==> src/rtl/jk_pkg.sv <==
// Shared types and constants for the JK excitation driver.
// Optional build macro JK_TOGGLE_PREF_EN affects jk_excite_bit only.
package jk_pkg;

  // Sequencer states: accept a target, drive the bank once, check feedback.
  typedef enum logic [1:0] {
    IDLE  = 2'd0,
    DRIVE = 2'd1,
    CHECK = 2'd2
  } state_t;

  // JK input codes packed as {j,k}.
  localparam logic [1:0] JK_HOLD   = 2'b00;
  localparam logic [1:0] JK_RESET  = 2'b01;
  localparam logic [1:0] JK_SET    = 2'b10;
  localparam logic [1:0] JK_TOGGLE = 2'b11;

endpackage

==> src/rtl/jk_excite_bit.sv <==
// Per-bit JK excitation: given current q and target t, produce j/k.
// Build macro JK_TOGGLE_PREF_EN: when defined, changing bits use toggle (j=k=1)
// instead of the minimal set/reset drive.
module jk_excite_bit
  import jk_pkg::*;
(
  input  logic q,
  input  logic t,
  output logic j,
  output logic k
);

  logic [1:0] code_next;

  // Map the (q, t) transition onto a JK code.
  always_comb begin
    code_next = JK_HOLD;
    unique case ({q, t})
      2'b00: code_next = JK_HOLD;
`ifdef JK_TOGGLE_PREF_EN
      2'b01: code_next = JK_TOGGLE;
      2'b10: code_next = JK_TOGGLE;
`else
      2'b01: code_next = JK_SET;
      2'b10: code_next = JK_RESET;
`endif
      2'b11: code_next = JK_HOLD;
      default: code_next = JK_HOLD;
    endcase
  end

  assign j = code_next[1];
  assign k = code_next[0];

endmodule

==> src/rtl/jk_excitation_driver.sv <==
// Sequencing master for a bank of WIDTH JK flops: accepts a target Q,
// drives J/K for exactly one enable cycle, then checks the feedback.
// Build macro JK_TOGGLE_PREF_EN selects toggle-preferred excitation (see
// jk_excite_bit); the check path is identical in both builds.
module jk_excitation_driver
  import jk_pkg::*;
#(
  parameter int WIDTH = 4,
  parameter int CNT_W = 8
) (
  input  logic             clk,
  input  logic             rst,
  input  logic [WIDTH-1:0] tgt,
  input  logic             tgt_valid,
  output logic             tgt_ready,
  input  logic [WIDTH-1:0] q_fb,
  output logic [WIDTH-1:0] j,
  output logic [WIDTH-1:0] k,
  output logic             drv_en,
  output logic             done,
  output logic             match,
  output logic [CNT_W-1:0] err_cnt
);

  state_t             state_reg;
  state_t             state_next;
  logic [WIDTH-1:0]   tgt_reg;
  logic [WIDTH-1:0]   j_reg;
  logic [WIDTH-1:0]   k_reg;
  logic [WIDTH-1:0]   j_calc;
  logic [WIDTH-1:0]   k_calc;
  logic [WIDTH-1:0]   j_next;
  logic [WIDTH-1:0]   k_next;
  logic [CNT_W-1:0]   err_cnt_reg;
  logic               accept;
  logic               q_eq_tgt;

  // One excitation cell per bank bit, fed by the live feedback and new target.
  for (genvar gi = 0; gi < WIDTH; gi++) begin : g_bit
    jk_excite_bit u_bit (
      .q (q_fb[gi]),
      .t (tgt[gi]),
      .j (j_calc[gi]),
      .k (k_calc[gi])
    );
  end

  assign q_eq_tgt = (q_fb == tgt_reg);

  // Next-state and handshake/status decode; outputs are zero unless the
  // current state asserts them.
  always_comb begin
    state_next = state_reg;
    tgt_ready  = 1'b0;
    drv_en     = 1'b0;
    done       = 1'b0;
    match      = 1'b0;
    accept     = 1'b0;
    unique case (state_reg)
      IDLE: begin
        tgt_ready = 1'b1;
        if (tgt_valid) begin
          accept     = 1'b1;
          state_next = DRIVE;
        end
      end
      DRIVE: begin
        drv_en     = 1'b1;
        state_next = CHECK;
      end
      CHECK: begin
        done       = 1'b1;
        match      = q_eq_tgt;
        state_next = IDLE;
      end
      default: state_next = IDLE;
    endcase
  end

  // J/K are loaded only on accept, so they are nonzero solely during DRIVE.
  always_comb begin
    j_next = '0;
    k_next = '0;
    if (accept) begin
      j_next = j_calc;
      k_next = k_calc;
    end
  end

  // State register.
  always_ff @(posedge clk or posedge rst) begin
    if (rst) begin
      state_reg <= IDLE;
    end else begin
      state_reg <= state_next;
    end
  end

  // Target capture and registered J/K drive.
  always_ff @(posedge clk or posedge rst) begin
    if (rst) begin
      tgt_reg <= '0;
      j_reg   <= '0;
      k_reg   <= '0;
    end else begin
      if (accept) begin
        tgt_reg <= tgt;
      end
      j_reg <= j_next;
      k_reg <= k_next;
    end
  end

  // Saturating count of transfers whose feedback missed the target.
  always_ff @(posedge clk or posedge rst) begin
    if (rst) begin
      err_cnt_reg <= '0;
    end else if (state_reg == CHECK && !q_eq_tgt && err_cnt_reg != {CNT_W{1'b1}}) begin
      err_cnt_reg <= err_cnt_reg + 1'b1;
    end
  end

  assign j       = j_reg;
  assign k       = k_reg;
  assign err_cnt = err_cnt_reg;

endmodule

==> config.mk <==
export PLATFORM = sky130hd
export DESIGN_NAME = jk_excitation_driver
export DESIGN_NICKNAME = d
export VERILOG_FILES = /design/src/rtl/jk_pkg.sv /design/src/rtl/jk_excite_bit.sv /design/src/rtl/jk_excitation_driver.sv
export SDC_FILE = /design/constraint.sdc
export NUM_CORES = 1
export LEC_CHECK = 0
export ABC_CLOCK_PERIOD_IN_PS = 3250
export BUFFER_PORTS_ARGS = -buffer_cell sky130_fd_sc_hd__buf_2
export CORE_ASPECT_RATIO = 0.5
export CORE_MARGIN = 1
export CORE_UTILIZATION = 35
export DETAILED_ROUTE_END_ITERATION = 8
export MAX_ROUTING_LAYER = met4
export PLACE_DENSITY = 0.61
export REMOVE_ABC_BUFFERS = 1
export SYNTH_ARGS = -nofsm -noshare
export SYNTH_HDL_FRONTEND = slang
export SYNTH_HIERARCHICAL = 1
export SYNTH_SLANG_ARGS = --single-unit
==> constraint.sdc <==
create_clock -name clk -period 3.25 [get_ports clk]
set_input_delay 0.1625 -clock clk [delete_from_list [all_inputs] [get_ports clk]]
set_output_delay 0.1625 -clock clk [all_outputs]
set_load 0.01 [all_outputs]
Word-level counts from Yosys, hierarchy flattened
Cells that the tools add are included.
- bits in latches: 0
- register bits after elaboration: 22
- memories kept: 0
- bits in writable memories: 0
- logic and storage cells: 49
- ROM bits: 0
- magnitude comparators: 0
- mux-type cells: 14
- equality and inequality tests: 17
- add/subtract/negate cells: 1
- multipliers: 0
- bitwise gates (word level): 0
- div/mod/pow operators: 0
- reduce and logical (&&, ||, !) cells: 12
- shift-type cells: 0
- operator list (cell ; number):
    $pmux 2 s3 ; 4
    $eq 2x2->1 const B ; 9
    $eq 2x1->1 const B ; 5
    $logic_not 2->1 ; 5
    $add 8x1->8 const B ; 1
    $mux 4 ; 2
    $ne 8x8->1 const B ; 1
    $reduce_or 2->1 ; 4
    $mux 1 ; 6
    $eq 4x4->1 ; 1
    $pmux 2 s2 ; 1
    $logic_and 1x1->1 ; 2
    $mux 2 ; 1
    $ne 2x2->1 const B ; 1
    $logic_not 1->1 ; 1

Depth between registers and ports, before layout
Gate-level depths: netlist of the first run.
- word-level depth: 4
- depth in mapped cells: 5
- gate-level depth less buffers: 5

By module
The synthesis of the first run kept the hierarchy.
- by module, submodules not included (module ; seq. area each (µm²) ; times used ; area an instance (µm²) ; cells each):
    jk_excitation_driver ; 550.5 ; 1 ; 942.2 ; 74
    jk_excite_bit ; 0.0 ; 4 ; 15.0 ; 2

Least setup slack after synthesis of the first run
Ideal clock, no wire load.
- path kind: register to register
- from: register state_reg[1]
- to: register tgt_reg[0]
- path slack: 1.728 ns
- path buffers: 1
- stages on the path, launching flop included: 5
- library setup time: 0.125 ns
- arrival time: 1.397 ns
- required time: 3.125 ns
- path through: dfrtp_1 -> nor2_1 -> and2_1 -> clkbuf_2 -> mux2_2
- cells in the longest elaborated chain, start to end: 2
- RTL lines (what ; RTL line ; source):
    from (decl) ; jk_excitation_driver.sv:25 ; state_t state_reg;
    from (signal assigned) ; jk_excitation_driver.sv:95 ; state_reg <= state_next;
    $logic_not 2->1 ; jk_excitation_driver.sv:59 ; unique case (state_reg)
    $mux 1 ; jk_excitation_driver.sv:59 ;
    to (signal assigned) ; jk_excitation_driver.sv:107 ; tgt_reg <= tgt;
    to (decl) ; jk_excitation_driver.sv:27 ; logic [WIDTH-1:0] tgt_reg;
Every way passes these cells.
A chain may end at the register's enable or synchronous reset.

Worst setup path in the final report of the first run
- from: register tgt_reg[3]
- to: output port match
- cells in the longest elaborated chain, start to end: 2
- RTL lines (what ; RTL line ; source):
    $eq 4x4->1 ; jk_excitation_driver.sv:48 ; assign q_eq_tgt = (q_fb == tgt_reg);
    $mux 1 ; jk_excitation_driver.sv:59 ;
    to (decl) ; jk_excitation_driver.sv:21 ; output logic match,
Every way passes these cells.

==> results.cfg, run 1 <==
[worst_setup_path]
critPathSlowestCell = dfrtp_1
slowest_delay_ns = 0.39
rr_startpoint = tgt_reg[3]$_DFFE_PP0P_
arrival_ns = 1.54
cpLargestDelayFamily = simple AND/OR/NAND/NOR gates
start_kind = register
path_class = reg2out
crit_buf_inv = 1
end_kind = primary output
path_cells = xnor2_1 -> nand4_1 -> nor2_1 -> buf_2
critical_path_depth = 4
r2r_cells = 4
crit_required_ns = 3.09
cp_max_fo = 8
crit_start = tgt_reg[3]$_DFFE_PP0P_

[yosys]
synth-main-ff-cell = dfrtp_1
yosys_register_bits = 22
yosysUniqueCellTypes = 22
synth_area_um2 = 1000
ys_seq_area_share_pct = 54.9
avgSynthCellArea_um2 = 12.2
yosys_warnings = 6
synth_edf_count = 0
ys_async_sr_fraction_pct = 100
netlist_instances = 82

[final_layout]
drive_above_1_share_pct = 40.9
syn2layout_area_growth_pct = 26.2
finish.net_count = 128
largest_reg_flops = 8
antenna_cells = 0
fin_util_pct = 47.7

[placed_design]
port_buffers = 30
hpwl_um = 1300
pre_cts_slack_ns = 1.66
gp_congestion = 0.686

[floorplanning]
initial_core_util_pct = 37.8
ios = 31
die_h_um = 39.8
row_count = 13
core_area_um2 = 2650
die_area_um2 = 3090
die_w_um = 77.7

[routing]
drtIter0Drc = 25
wl_um = 1760
ant_nets = 0
drt_first_pass_iters = 4
post_drt_wl_per_cell_um = 11.6
drc = 0
via_count = 712
post_drt_via_cell_ratio = 4.68

[timing]
report.final.hold_viol_count = 0
fin_ws_ns = 1.55
max_freq_mhz = 587
tightest_slew_ns = 0.810
slew_headroom_pct = 46.0
setup_viol = 0
post-route-min-period_ns = 1.70
period_share_pct = 52.4
maxSlewViolCount = 0
rsz0062_at_grt = no
clock_skew_ns = 0.00133
tns_ns = 0

[power_and_ir_drop]
pwr_density_cell_nw_per_um2 = 661
leakage_nw = 0.653
total_power_mw = 0.836
ir_worst_vdd_mv = 0.237

[worst_hold_path]
hold_class = in2async

[cts]
cts_tree = built
clkLatencyLatePin_ns = 0.26
cts_buffer_depth = 2
cts.sinks = 22
cts_resized = 0
cts_inserted_buffers = 3
cts.clk_slew.worst_paths_ns = 0.08
cts_hold_buf = 0
postCtsSetupRepairBufs = 0
root_buffer = clkbuf_8
htree_num_levels = 1

[run_status]
status = finished clean

[grt]
grt_pass1_wl_um = 2860
grt_max_degree = 23
antenna_found_initial = 0
grt_usage_pct = 13.3
grt_pass1_vias = 647
grt-ovfl-total = 0

[run]
maxCapViolations = 0
-- metal layers --
| metal | global-route usage (%) | vias up | part of all wire, % |
|---|---|---|---|
| met5 | - | - | 0 |
| met4 | 4.25 | 0 | 1.1 |
| met3 | 4.88 | 2 | 3.5 |
| met2 | 21.9 | 13 | 49 |
| met1 | 15.6 | 347 | 47 |
| li1 | - | 350 | - |
-- layout make-up --
cell class	count	area, µm²
fill	263	1390
multi-input combinational	57	439
inverter	2	7.51
clock buffer	3	41.3
timing repair buffer	30	150
clock inverter	1	30.0
sequential	22	551
tap	37	46.3
-- final timing paths --
check	slack, ns	end
worst min-delay path	0.05	err_cnt[0]$_DFFE_PP0P_
worst max-delay path	1.55	match
worst min register to register	0.47	state_reg[1]$_DFFE_PP0P_
max in group asynchronous	2.71	state_reg[0]$_DFFE_PP0P_
worst max register to register	1.63	err_cnt[1]$_DFFE_PP0P_
min in group clk	0.16	tgt_reg[2]$_DFFE_PP0P_
-- stage by stage --
step	cell area [µm²]	std cells	hold slack [ns]
final	1260	152	0.0469
after global routing	1260	152	0.121
after global placement	1190	148	0.364
after detailed placement	1190	148	0.367
after CTS	1260	152	0.0769
after floorplan	997	81	0.152
-- placed cells by master (no fill, tap or decap), types with 3 or more instances in the layout --
master / n
buf_2: 30
dfrtp_1: 22
xnor2_1: 9
and3_1: 8
nor2b_1: 6
nor2_1: 5
mux2_2: 5
nand4_1: 5
and2b_2: 4
clkbuf_8: 3
-- Yosys cell counts (2+ instances only) --
cell type | count | area, µm²
and2b_2 | 4 | 35.0
and3_1 | 8 | 50.1
dfrtp_1 | 22 | 551
inv_1 | 2 | 7.51
mux2_2 | 5 | 56.3
nand2_1 | 2 | 7.51
nand2b_1 | 2 | 12.5
nand3_1 | 2 | 10.0
nand4_1 | 5 | 31.3
nor2_1 | 5 | 18.8
nor2b_1 | 6 | 37.5
xnor2_1 | 9 | 78.8
-- cells by family after synthesis --
| group | after synthesis | synth area share (%) |
|---|---|---|
| simple gates | 39 | 26.1 |
| flops | 22 | 54.9 |
| xor+xnor | 10 | 8.74 |
| mux | 6 | 7.12 |
| buf+inv | 3 | 1.25 |
| compound gates | 1 | 0.625 |
| fa+ha+maj | 1 | 1.25 |
-- report_power, final --
part	leakage, nW	switching (mW)	internal (mW)
logic	0.331	0.100	0.104
registers	0.286	0.0548	0.325
clock network	0.0357	0.0878	0.164
(Power assumes the default switching activity.)
==> inputs of run 2 (changes only) <==
Settings changed: ABC_CLOCK_PERIOD_IN_PS 3250 to 1600.
Clock period 3.25 ns to 1.6 ns, I/O delays scaled along.
==> run 2 against run 1 <==
Core utilization rose by 1.2 points. Die area did not move. Global-route usage fell by 0.40 points. Routed wire length fell by 1.4%. Flip-flop and latch count did not move. Clock power rose by 100%. Cell count rose by 2.6%. Largest cell class unchanged. Largest power group unchanged. Highest routed layer unchanged.
==> results.cfg, run 2 (same netlist as run 1, synthesis figures left out) <==
[final_layout]
finish.net_count = 132
layout_commonest_cell = buf_2
final_area_um2 = 1300
final_cell_mix = 30 x buf_2, 22 x dfrtp_1, 9 x xnor2_1, 8 x and3_1, 6 x nor2b_1
fin_util_pct = 48.9
syn2layout_area_growth_pct = 29.5
largest_reg_flops = 8
drive_above_1_share_pct = 42.0
antenna_cells = 0

[cts]
cts.clk_slew.worst_paths_ns = 0.08
root_buffer = clkbuf_8
postCtsSetupRepairBufs = 0
cts_resized = 0
htree_num_levels = 1
clkLatencyLatePin_ns = 0.25
cts.sinks = 22
cts_tree = built
cts_inserted_buffers = 3
cts_buffer_depth = 2

[routing]
wl_met2_um = 874
ant_nets = 0
top_layer_used = met4
drt_first_pass_iters = 4
wl_met1_um = 772
drc = 0
post_drt_via_cell_ratio = 4.71
wl_um = 1740
post_drt_wl_per_cell_um = 11.1
drtIter0Drc = 10
met3_length_um = 71
via_count = 735

[run_status]
status = finished clean

[floorplanning]
core_area_um2 = 2650
ios = 31
initial_core_util_pct = 37.8
die_w_um = 77.7
row_count = 13
die_area_um2 = 3090
die_h_um = 39.8

[placed_design]
pre_cts_slack_ns = 0.162
port_buffers = 30
hpwl_um = 1370
postPlaceCellArea_um2 = 1220
gp_congestion = 0.721

[worst_setup_path]
crit_required_ns = 1.75
cp_max_fo = 5
path_class = reg2reg
arrival_ns = 1.59
start_kind = register
end_kind = register

[timing]
hold_ws_ns = 0.0821
report.final.hold_viol_count = 0
clock_skew_ns = 0.000997
post-route-min-period_ns = 1.45
max_freq_mhz = 691
period_share_pct = 90.5
tns_ns = 0
fin_ws_ns = 0.153
maxSlewViolCount = 0
slew_headroom_pct = 82.0
tightest_slew_ns = 0.270
setup_viol = 0
rsz0062_at_grt = no

[grt]
grt_pass1_vias = 673
grt_max_degree = 23
grt_pass1_wl_um = 2820
grt-ovfl-total = 0
antenna_found_initial = 0
grt_usage_pct = 12.9

[worst_hold_path]
hold_class = in2reg

[power_and_ir_drop]
ir_worst_vdd_mv = 0.535
pwr_density_cell_nw_per_um2 = 1310
leakage_nw = 0.671

[run]
maxCapViolations = 0
## run 2: cell types whose count changed in the layout (fill, tap and decap cells not counted)
cell / before / now
buf_4: 0 / 3
dlygate4sd3_1: 0 / 1
## run 2: metrics by stage
step                power, mW  cells
finish                   1.70    156
global route             1.81    156
CTS                      1.73    156
detailed placement       1.21    151
global placement         1.20    151
floorplan                1.05     81
## run 2: critical path: stages, from the launching register on
cell	delay (ns)
dfrtp_1	0.42
ha_1	0.28
nand4_4	0.14
and3_4	0.21
mux2_4	0.29
## run 2: final cells by class
cell class	count	area (µm²)
multi-input combinational	57	439
inverter	2	7.51
tap	37	46.3
fill	254	1350
clock buffer	3	41.3
clock inverter	1	30.0
sequential	22	551
timing repair buffer	34	183
## run 2: where the power goes
part | internal [mW] | total (mW) | switching [mW]
clock network | 0.334 | 0.505 | 0.171
logic | 0.225 | 0.431 | 0.206
registers | 0.660 | 0.766 | 0.106
## run 2: metal layers
| metal | vias to the layer above | GRT usage (%) |
|---|---|---|
| met5 | - | - |
| li1 | 356 | - |
| met1 | 366 | 13.7 |
| met2 | 11 | 23.7 |
| met4 | 0 | 4.25 |
| met3 | 2 | 4.42 |
## run 2: final timing paths
check	startpoint	end	slack, ns	cells past startpoint
min	tgt[0]	tgt_reg[0]$_DFFE_PP0P_	0.08	2
max reg2reg	err_cnt[0]$_DFFE_PP0P_	err_cnt[1]$_DFFE_PP0P_	0.15	4
min reg2reg	state_reg[1]$_DFFE_PP0P_	state_reg[1]$_DFFE_PP0P_	0.48	1
max in group asynchronous	rst	k[1]$_DFF_PP0_	0.99	4
max	err_cnt[0]$_DFFE_PP0P_	err_cnt[1]$_DFFE_PP0P_	0.15	4
min in group asynchronous	rst	err_cnt[0]$_DFFE_PP0P_	0.40	4
## run 2: timing repair
action                     CTS  global route
hold buffers                 1             0
hold endpoints to repair    22             0
setup endpoints to repair    0             0
